[config.mk]
export PLATFORM = sky130hd
export DESIGN_NAME = bram_burst_ctrl
export DESIGN_NICKNAME = d
export VERILOG_FILES = /design/src/rtl/bram_if_pkg.sv /design/src/rtl/bram_rd_stage.sv /design/src/rtl/bram_burst_ctrl.sv
export SDC_FILE = /design/constraint.sdc
export NUM_CORES = 1
export LEC_CHECK = 0
export BUFFER_PORTS_ARGS = -buffer_cell sky130_fd_sc_hd__buf_2
export CAP_MARGIN = 20
export CORE_ASPECT_RATIO = 0.5
export CORE_MARGIN = 5
export CORE_UTILIZATION = 30
export DETAILED_ROUTE_END_ITERATION = 12
export PLACE_DENSITY = 0.55
export REMOVE_ABC_BUFFERS = 1
export SYNTH_ARGS = -nofsm -noshare
export SYNTH_HDL_FRONTEND = slang
export SYNTH_SLANG_ARGS = --single-unit
export TNS_END_PERCENT = 100
[constraint.sdc]
create_clock -name CLK -period 2.8 [get_ports CLK]
set_clock_uncertainty 0.05 [all_clocks]
set_input_delay 0.56 -clock CLK [delete_from_list [all_inputs] [get_ports CLK]]
set_output_delay 0.56 -clock CLK [all_outputs]
set_load 0.02 [all_outputs]
[src/rtl/bram_if_pkg.sv]
// Shared BRAM widths, controller state encoding and
// command bundle for the burst controller slice.
package bram_if_pkg;

  localparam int DW_C = 18;
  localparam int AW_C = 12;

  typedef enum logic [1:0] {
    S_IDLE     = 2'd0,
    S_RD       = 2'd1,
    S_RD_DRAIN = 2'd2,
    S_WR       = 2'd3
  } state_t;

  typedef struct packed {
    logic            write;
    logic [AW_C-1:0] addr;
    logic [AW_C-1:0] len;
  } bram_cmd_t;

endpackage

[src/rtl/bram_rd_stage.sv]
// One-entry read-data output register with valid/ready
// and a load-enable driven by the BRAM issue logic.
module bram_rd_stage #(
  parameter int DW = 18
) (
  input  logic          clk,
  input  logic          rst,
  input  logic          i_load,
  input  logic [DW-1:0] i_data,
  input  logic          i_ready,
  output logic          o_valid,
  output logic [DW-1:0] o_data,
  output logic          o_slot_free
);

  logic          r_valid;
  logic [DW-1:0] r_data;

  always_ff @(posedge clk) begin
    if (rst) begin
      r_valid <= 1'b0;
      r_data  <= '0;
    end else if (i_load) begin
      r_valid <= 1'b1;
      r_data  <= i_data;
    end else if (r_valid && i_ready) begin
      r_valid <= 1'b0;
    end
  end

  assign o_valid     = r_valid;
  assign o_data      = r_data;
  assign o_slot_free = !r_valid || i_ready;

endmodule

[src/rtl/bram_burst_ctrl.sv]
// Burst read/write initiator and sole master of the
// single-port 4096 x 18 BRAM data store.
module bram_burst_ctrl
  import bram_if_pkg::*;
#(
  parameter int DW = DW_C,
  parameter int AW = AW_C
) (
  input  logic          CLK,
  input  logic          RST,
  input  logic          CMD_VALID,
  output logic          CMD_READY,
  input  logic          CMD_WRITE,
  input  logic [AW-1:0] CMD_ADDR,
  input  logic [AW-1:0] CMD_LEN,
  input  logic          WD_VALID,
  output logic          WD_READY,
  input  logic [DW-1:0] WD_DATA,
  output logic          RD_VALID,
  input  logic          RD_READY,
  output logic [DW-1:0] RD_DATA,
  output logic          DONE,
  output logic          BUSY,
  output logic          BRAM_EN,
  output logic          BRAM_READ,
  output logic          BRAM_WRITE,
  output logic [AW-1:0] BRAM_ADDR,
  output logic [DW-1:0] BRAM_DIN,
  input  logic [DW-1:0] BRAM_DOUT
);

  state_t        r_state;
  logic [AW-1:0] r_addr;
  logic [AW-1:0] r_rem;
  logic          r_done;

  bram_cmd_t     w_cmd;
  logic          w_cmd_hs;
  logic          w_slot_free;
  logic          w_rd;
  logic          w_wr;
  logic          w_last;

  assign w_cmd = '{
    write: CMD_WRITE,
    addr:  CMD_ADDR,
    len:   CMD_LEN
  };

  assign CMD_READY = (r_state == S_IDLE) && !RST;
  assign WD_READY  = (r_state == S_WR) && !RST;
  assign w_cmd_hs  = CMD_READY && CMD_VALID;

  assign w_wr   = WD_READY && WD_VALID;
  assign w_rd   = (r_state == S_RD) && w_slot_free && !RST;
  assign w_last = (r_rem == '0);

  assign BRAM_EN    = w_rd || w_wr;
  assign BRAM_READ  = w_rd;
  assign BRAM_WRITE = w_wr;
  assign BRAM_ADDR  = BRAM_EN ? r_addr : '0;
  assign BRAM_DIN   = w_wr ? WD_DATA : '0;

  assign BUSY = (r_state != S_IDLE);
  assign DONE = r_done;

  bram_rd_stage #(.DW(DW)) u_rd_stage (
    .clk         (CLK),
    .rst         (RST),
    .i_load      (w_rd),
    .i_data      (BRAM_DOUT),
    .i_ready     (RD_READY),
    .o_valid     (RD_VALID),
    .o_data      (RD_DATA),
    .o_slot_free (w_slot_free)
  );

  always_ff @(posedge CLK) begin
    if (RST) begin
      r_state <= S_IDLE;
      r_addr  <= '0;
      r_rem   <= '0;
      r_done  <= 1'b0;
    end else begin
      r_done <= 1'b0;
      unique case (r_state)
        S_IDLE: begin
          if (w_cmd_hs) begin
            r_addr  <= w_cmd.addr;
            r_rem   <= w_cmd.len;
            r_state <= w_cmd.write ? S_WR : S_RD;
          end
        end
        S_RD: begin
          if (w_rd) begin
            r_addr <= r_addr + 1'b1;
            if (w_last) begin
              r_state <= S_RD_DRAIN;
            end else begin
              r_rem <= r_rem - 1'b1;
            end
          end
        end
        S_RD_DRAIN: begin
          if (RD_VALID && RD_READY) begin
            r_done  <= 1'b1;
            r_state <= S_IDLE;
          end
        end
        S_WR: begin
          if (w_wr) begin
            r_addr <= r_addr + 1'b1;
            if (w_last) begin
              r_done  <= 1'b1;
              r_state <= S_IDLE;
            end else begin
              r_rem <= r_rem - 1'b1;
            end
          end
        end
        default: r_state <= S_IDLE;
      endcase
    end
  end

endmodule

==> results.toml, run 1 <==
[setup_path]
cp_slowest_cell = "nor2b_1"
path_delay_family = "simple AND/OR/NAND/NOR gates"
worstRegToRegCells = 4
start_kind = "register"
path_buf_inv = 2
worst-setup-path-type = "register to output pin"
arrival_ns = 1.99
r2r-start = "r_rem[3]$_SDFFE_PP0P_"
critPathLaunch = "r_state[1]$_SDFFE_PP0P_"
cp_cell_sequence = "nor2b_1, nor3_1, buf_4, and2_1, buf_2"
critPathCaptureType = "output pin"
cp.depth = 5
slowest_delay_ns = 0.60
cp.required_ns = 2.19
cp_max_fo = 15

[drt]
drc = 0
drt_pass1_iterations = 4
drt-initial-drc-count = 151
vias = 2916
wl_um = 8660
ant_nets = 0
routedWlPerCell_um = 14.83
vias_per_cell = 4.993

[yosys]
ys_warn_count = 0
synthSimpleGateAreaFrac_pct = 32.15
yosysTopAreaCell = "dfxtp_1"
synthAdderAreaFrac_pct = 1.402
netlist_area_mm2 = 0.002678
synth_mux_area_share_pct = 0.7477
ys_seq_elements = 46
yosysUniqueCellTypes = 55
yosysTopAreaCellShare_pct = 34.39
synth_top_family_by_area = "simple AND/OR/NAND/NOR gates"
synth-compound-area-share_pct = 24.02
ys_async_sr_fraction_pct = 0
synth.area.top_cells = "dfxtp_1 34%, nand2_1 6.7%, a21oi_1 6.5%"
synth_edf_count = 0
synth_xor_area_share_pct = 0
seq_area_frac_synth_pct = 34.39
postSynthAreaPerCell_um2 = 7.500
netlist_instances = 357
synthFlopType = "dfxtp_1"

[hold_path]
hp-class = "register to register"
whs_path_depth = 2
worstHoldStart = "u_rd_stage.o_data[12]$_SDFFE_PP0P_"

[sta]
maxSlewViolCount = 0
final.min_clock_period_ns = 2.597
final_hold_viol_count = 0
holdWs_ns = 0.3992
period_share_pct = 92.74
tightest_slew_ns = 0.8345
rsz0062_at_grt = "no"
fmax_mhz = 385.1
setup_violations = 0
max_slew_margin_pct = 43.86

[cells_and_area]
syn_to_final_growth_pct = 34.25
antenna_cells = 0
multi_input_area_mm2 = 0.001569
ff_latch_area_um2 = 920.9
design_area_mm2 = 0.003595
nFillCells = 927
fin_nets = 535
drive_above_1_share_pct = 33.40

[clock_tree]
cts_tree = "yes"
cts_max_level = 2
numCtsBuffers = 5
post_cts_buffers = 0
clockBufferDepth = 2
clock_latency_ns = 0.30
path_clk_slew_ns = 0.06
cts.sinks = 46
hold_buffers = 0
ctsResizeCount = 0
cts_root_buffer = "clkbuf_16"

[global_route]
grt_use_total_pct = 15.09
antenna_found_initial = 0
grt_max_degree = 40
grt-ovfl-total = 0
grt_pass1_vias = 2698
grt_pass1_wl_um = 13700

[run_status]
outcome = "finished clean"

[floorplanning]
die_x_um = 143.6
core_mm2 = 0.008708
io_pins = 122
initial_core_util_pct = 30.75
fp.dieH_um = 76.81
row_count = 24
dieArea_mm2 = 0.01103

[placed_design]
io_buffers = 121
postPlaceCellArea_mm2 = 0.003396
place_congestion = 0.8208
dpl.hpwl_um = 6296

[pwr]
power.density_mw_per_mm2 = 557.3
cellLeakagePower_nw = 1.669
ir_drop_uv = 211.1

[run]
cap_violations = 0
-- where the power goes --
group | internal [mW] | switching (mW)
combinational | 0.180 | 0.262
clock | 0.536 | 0.264
sequential | 0.708 | 0.0527
-- tightest hold or removal path: cells and delay by family (launching register included) --
family	cells	cell delay (ns)
AO/OA/AOI/OAI	1	0.05
flip-flops	1	0.30
AND/OR/NAND/NOR	1	0.05
-- kinds of logic (layout without fill, tap and decap cells) --
kind of cell | count (synthesis) | in the layout
compound gates | 97 | 97
mux | 2 | 2
fa+ha+maj | 3 | 3
flops | 46 | 46
buf+inv | 48 | 158
simple gates | 161 | 161
-- synthesized netlist by cell type (3+ instances only) --
cell,count
and4_1,3
nand4_1,4
and2_1,11
dfxtp_1,46
clkbuf_1,27
o41ai_1,3
o21bai_2,3
nor4_1,6
o32ai_1,7
ha_1,3
a311oi_1,4
a31oi_1,5
a211oi_1,5
nor2_1,20
a21oi_1,35
nand2b_1,7
inv_1,17
nor2b_1,5
nor3_1,10
nand3_1,8
and3_1,21
nand2_1,48
o21ai_0,14
-- state kept, by name, summed over array words and instances, names as in the netlist --
| register | cells |
|---|---|
| r_state | 2 |
| r_rem | 12 |
| u_rd_stage.o_valid | 1 |
| r_addr | 12 |
| u_rd_stage.o_data | 18 |
| DONE | 1 |
-- cell usage in the layout (no fill, tap or decap), drive strengths merged, types with 3 or more instances in the layout --
cell type,count
a211oi,5
a21oi,35
a311oi,4
a31oi,5
and2,11
and3,21
and4,3
buf,133
clkbuf,6
dfxtp,46
ha,3
inv,17
nand2,49
nand2b,7
nand3,8
nand4,4
nor2,20
nor2b,5
nor3,10
nor4,6
o21ai,15
o21bai,5
o32ai,7
o41ai,3
or4,4
-- path summary, 6_finish.rpt --
path	to	slack, ns
worst max-delay path	BRAM_ADDR[4]	0.20
worst min register to register	u_rd_stage.o_data[12]$_SDFFE_PP0P_	0.40
worst max register to register	r_rem[1]$_SDFFE_PP0P_	0.50
worst min-delay path	u_rd_stage.o_data[12]$_SDFFE_PP0P_	0.40
-- layout make-up --
type                    instances  share of cell area (%)
multi-input cells             263                   43.65
flip-flops and latches         46                   25.62
repair buffers                133                   19.35
well taps                     117                   4.072
clock buffers                   6                   3.864
inverters                      17                   1.775
clock inverters                 2                   1.671
-- per-layer routing --
layer	part of all wire, %	vias up	global-route usage, %
met5	0	-	0
met4	0.99	0	3.383
met3	6.5	8	3.356
met2	47	77	24.51
met1	45	1330	20.46
li1	-	1501	-
-- per-stage QoR --
step | instances | setup slack [ns] | total power [mW] | setup TNS, ns | utilization [%]
3_3_place_gp | 576 | 0.3235 | 1.215 | 0 | 38.99
6_report | 584 | 0.2034 | 2.004 | 0 | 41.28
3_5_place_dp | 576 | 0.2631 | 1.216 | 0 | 38.99
2_1_floorplan | 326 | -0.6254 | 1.036 | -13.26 | -
4_1_cts | 584 | 0.2144 | 2.022 | 0 | 41.28
5_1_grt | 584 | 0.07195 | 2.110 | 0 | 41.28
Power figures use the tool's default switching activity.
==> run 2, diff against run 1 <==
CORE_MARGIN = default   (was 5)
==> results.toml, run 2 (synthesis results as in run 1) <==
[setup_path]
cp.depth = 5
cp.required_ns = 2.19
arrival_ns = 1.99
critPathCaptureType = "output pin"
start_kind = "register"
cp_cell_sequence = "nor2b_1, nor3_1, buf_4, and2_1, buf_2"
worstRegToRegCells = 4
cp_slowest_cell = "nor2b_1"
slowest_delay_ns = 0.62
worst-setup-path-type = "register to output pin"
path_delay_family = "simple AND/OR/NAND/NOR gates"
cp_max_fo = 15
path_buf_inv = 2

[global_route]
grt_pass1_wl_um = 12490
grt_max_degree = 53
grt_util_met1_pct = 23.69
busiest_layer = "met2"
grtUsageMet2_pct = 27.36
grtUsageMet3_pct = 3.947
grt_use_total_pct = 17.24
grt_pass1_vias = 2518
grt-ovfl-total = 0
antenna_found_initial = 0

[floorplanning]
row_count = 23
core_mm2 = 0.008317
dieArea_mm2 = 0.009330
fp.dieH_um = 68.81
die_x_um = 135.6
initial_core_util_pct = 32.19
io_pins = 122

[placed_design]
postPlaceCellArea_mm2 = 0.003382
place_congestion = 0.7539
dpl.hpwl_um = 5828
io_buffers = 121

[clock_tree]
cts_root_buffer = "clkbuf_16"
numCtsBuffers = 5
cts_max_level = 2
cts_tree = "yes"
clock_latency_ns = 0.29
post_cts_buffers = 0
clockBufferDepth = 2
hold_buffers = 0
path_clk_slew_ns = 0.06
ctsResizeCount = 0
cts.sinks = 46

[sta]
holdWs_ns = 0.4005
rsz0062_at_grt = "no"
maxSlewViolCount = 0
fmax_mhz = 385.0
final_hold_viol_count = 0
tns_ns = 0
tightest_slew_ns = 0.8052
final.min_clock_period_ns = 2.598
period_share_pct = 92.77
max_slew_margin_pct = 45.83
setup_violations = 0

[cells_and_area]
largest_reg_flops = 18
fin_nets = 534
layout_common_cells = "121 x buf_2, 48 x nand2_1, 46 x dfxtp_1, 35 x a21oi_1, 21 x and3_1"
drive_above_1_share_pct = 33.05
fin_util_pct = 42.44
layout_commonest_cell = "buf_2"
antenna_cells = 0
design_area_mm2 = 0.003530
syn_to_final_growth_pct = 31.82

[run_status]
outcome = "finished clean"

[drt]
ant_nets = 0
vias_per_cell = 4.993
wl_um = 8109
drt-initial-drc-count = 125
drc = 0
routedWlPerCell_um = 14.03
drt_pass1_iterations = 4
vias = 2886

[run]
cap_violations = 0

[pwr]
cellLeakagePower_nw = 1.641
fin_total_pwr_mw = 1.805
power.density_mw_per_mm2 = 511.5
ir_drop_uv = 214.5

[hold_path]
whs_path_depth = 2
hp-class = "register to register"
run 2: cell count changes in the layout (fill, tap and decap cells not counted):
cell / before / now
clkbuf_1: 0 / 1
buf_4: 12 / 11
clkinv_2: 0 / 1
bufinv_16: 2 / 0
run 2: layout make-up:
class / count / area [µm²]
Sequential cell: 46 / 920.9
Clock buffer: 7 / 142.6
Multi-Input combinational cell: 263 / 1569
Fill cell: 894 / 4787
Timing Repair Buffer: 132 / 688.2
Inverter: 17 / 63.81
Clock inverter: 1 / 5.005
Tap cell: 112 / 140.1
run 2: metal layers:
layer | vias to the layer above | part of all wire [%] | wire length (µm)
met5 | - | 0 | 0
met4 | 0 | 0.67 | 54
met3 | 5 | 5.8 | 469
met2 | 73 | 43 | 3464
met1 | 1307 | 51 | 4120
li1 | 1501 | - | -
run 2: power breakdown:
group / switching [mW] / leakage [nW] / total (mW) / internal (mW)
clock: 0.255 / 0.0739 / 0.609 / 0.355
combinational: 0.258 / 1.19 / 0.437 / 0.179
sequential: 0.0508 / 0.376 / 0.759 / 0.708
run 2: final timing paths:
check / startpoint / endpoint / slack (ns)
max: r_state[1]$_SDFFE_PP0P_ / BRAM_ADDR[11] / 0.20
min: u_rd_stage.o_data[11]$_SDFFE_PP0P_ / u_rd_stage.o_data[11]$_SDFFE_PP0P_ / 0.40
max reg2reg: r_rem[3]$_SDFFE_PP0P_ / r_rem[1]$_SDFFE_PP0P_ / 0.57
min reg2reg: u_rd_stage.o_data[11]$_SDFFE_PP0P_ / u_rd_stage.o_data[11]$_SDFFE_PP0P_ / 0.40
run 2: per-stage QoR:
| step | setup WS (ns) | instances |
|---|---|---|
| detailed placement | 0.3976 | 570 |
| CTS | 0.2192 | 578 |
| floorplan | -0.6254 | 326 |
| global placement | 0.4191 | 570 |
| finish | 0.2025 | 578 |
| global route | 0.06998 | 578 |
run 2: tightest hold or removal path: cells and delay by family (launching register included):
family,cells,cell delay [ns]
AOI/OAI and AO/OA,1,0.05
DFF,1,0.31
and+or+nand+nor,1,0.05
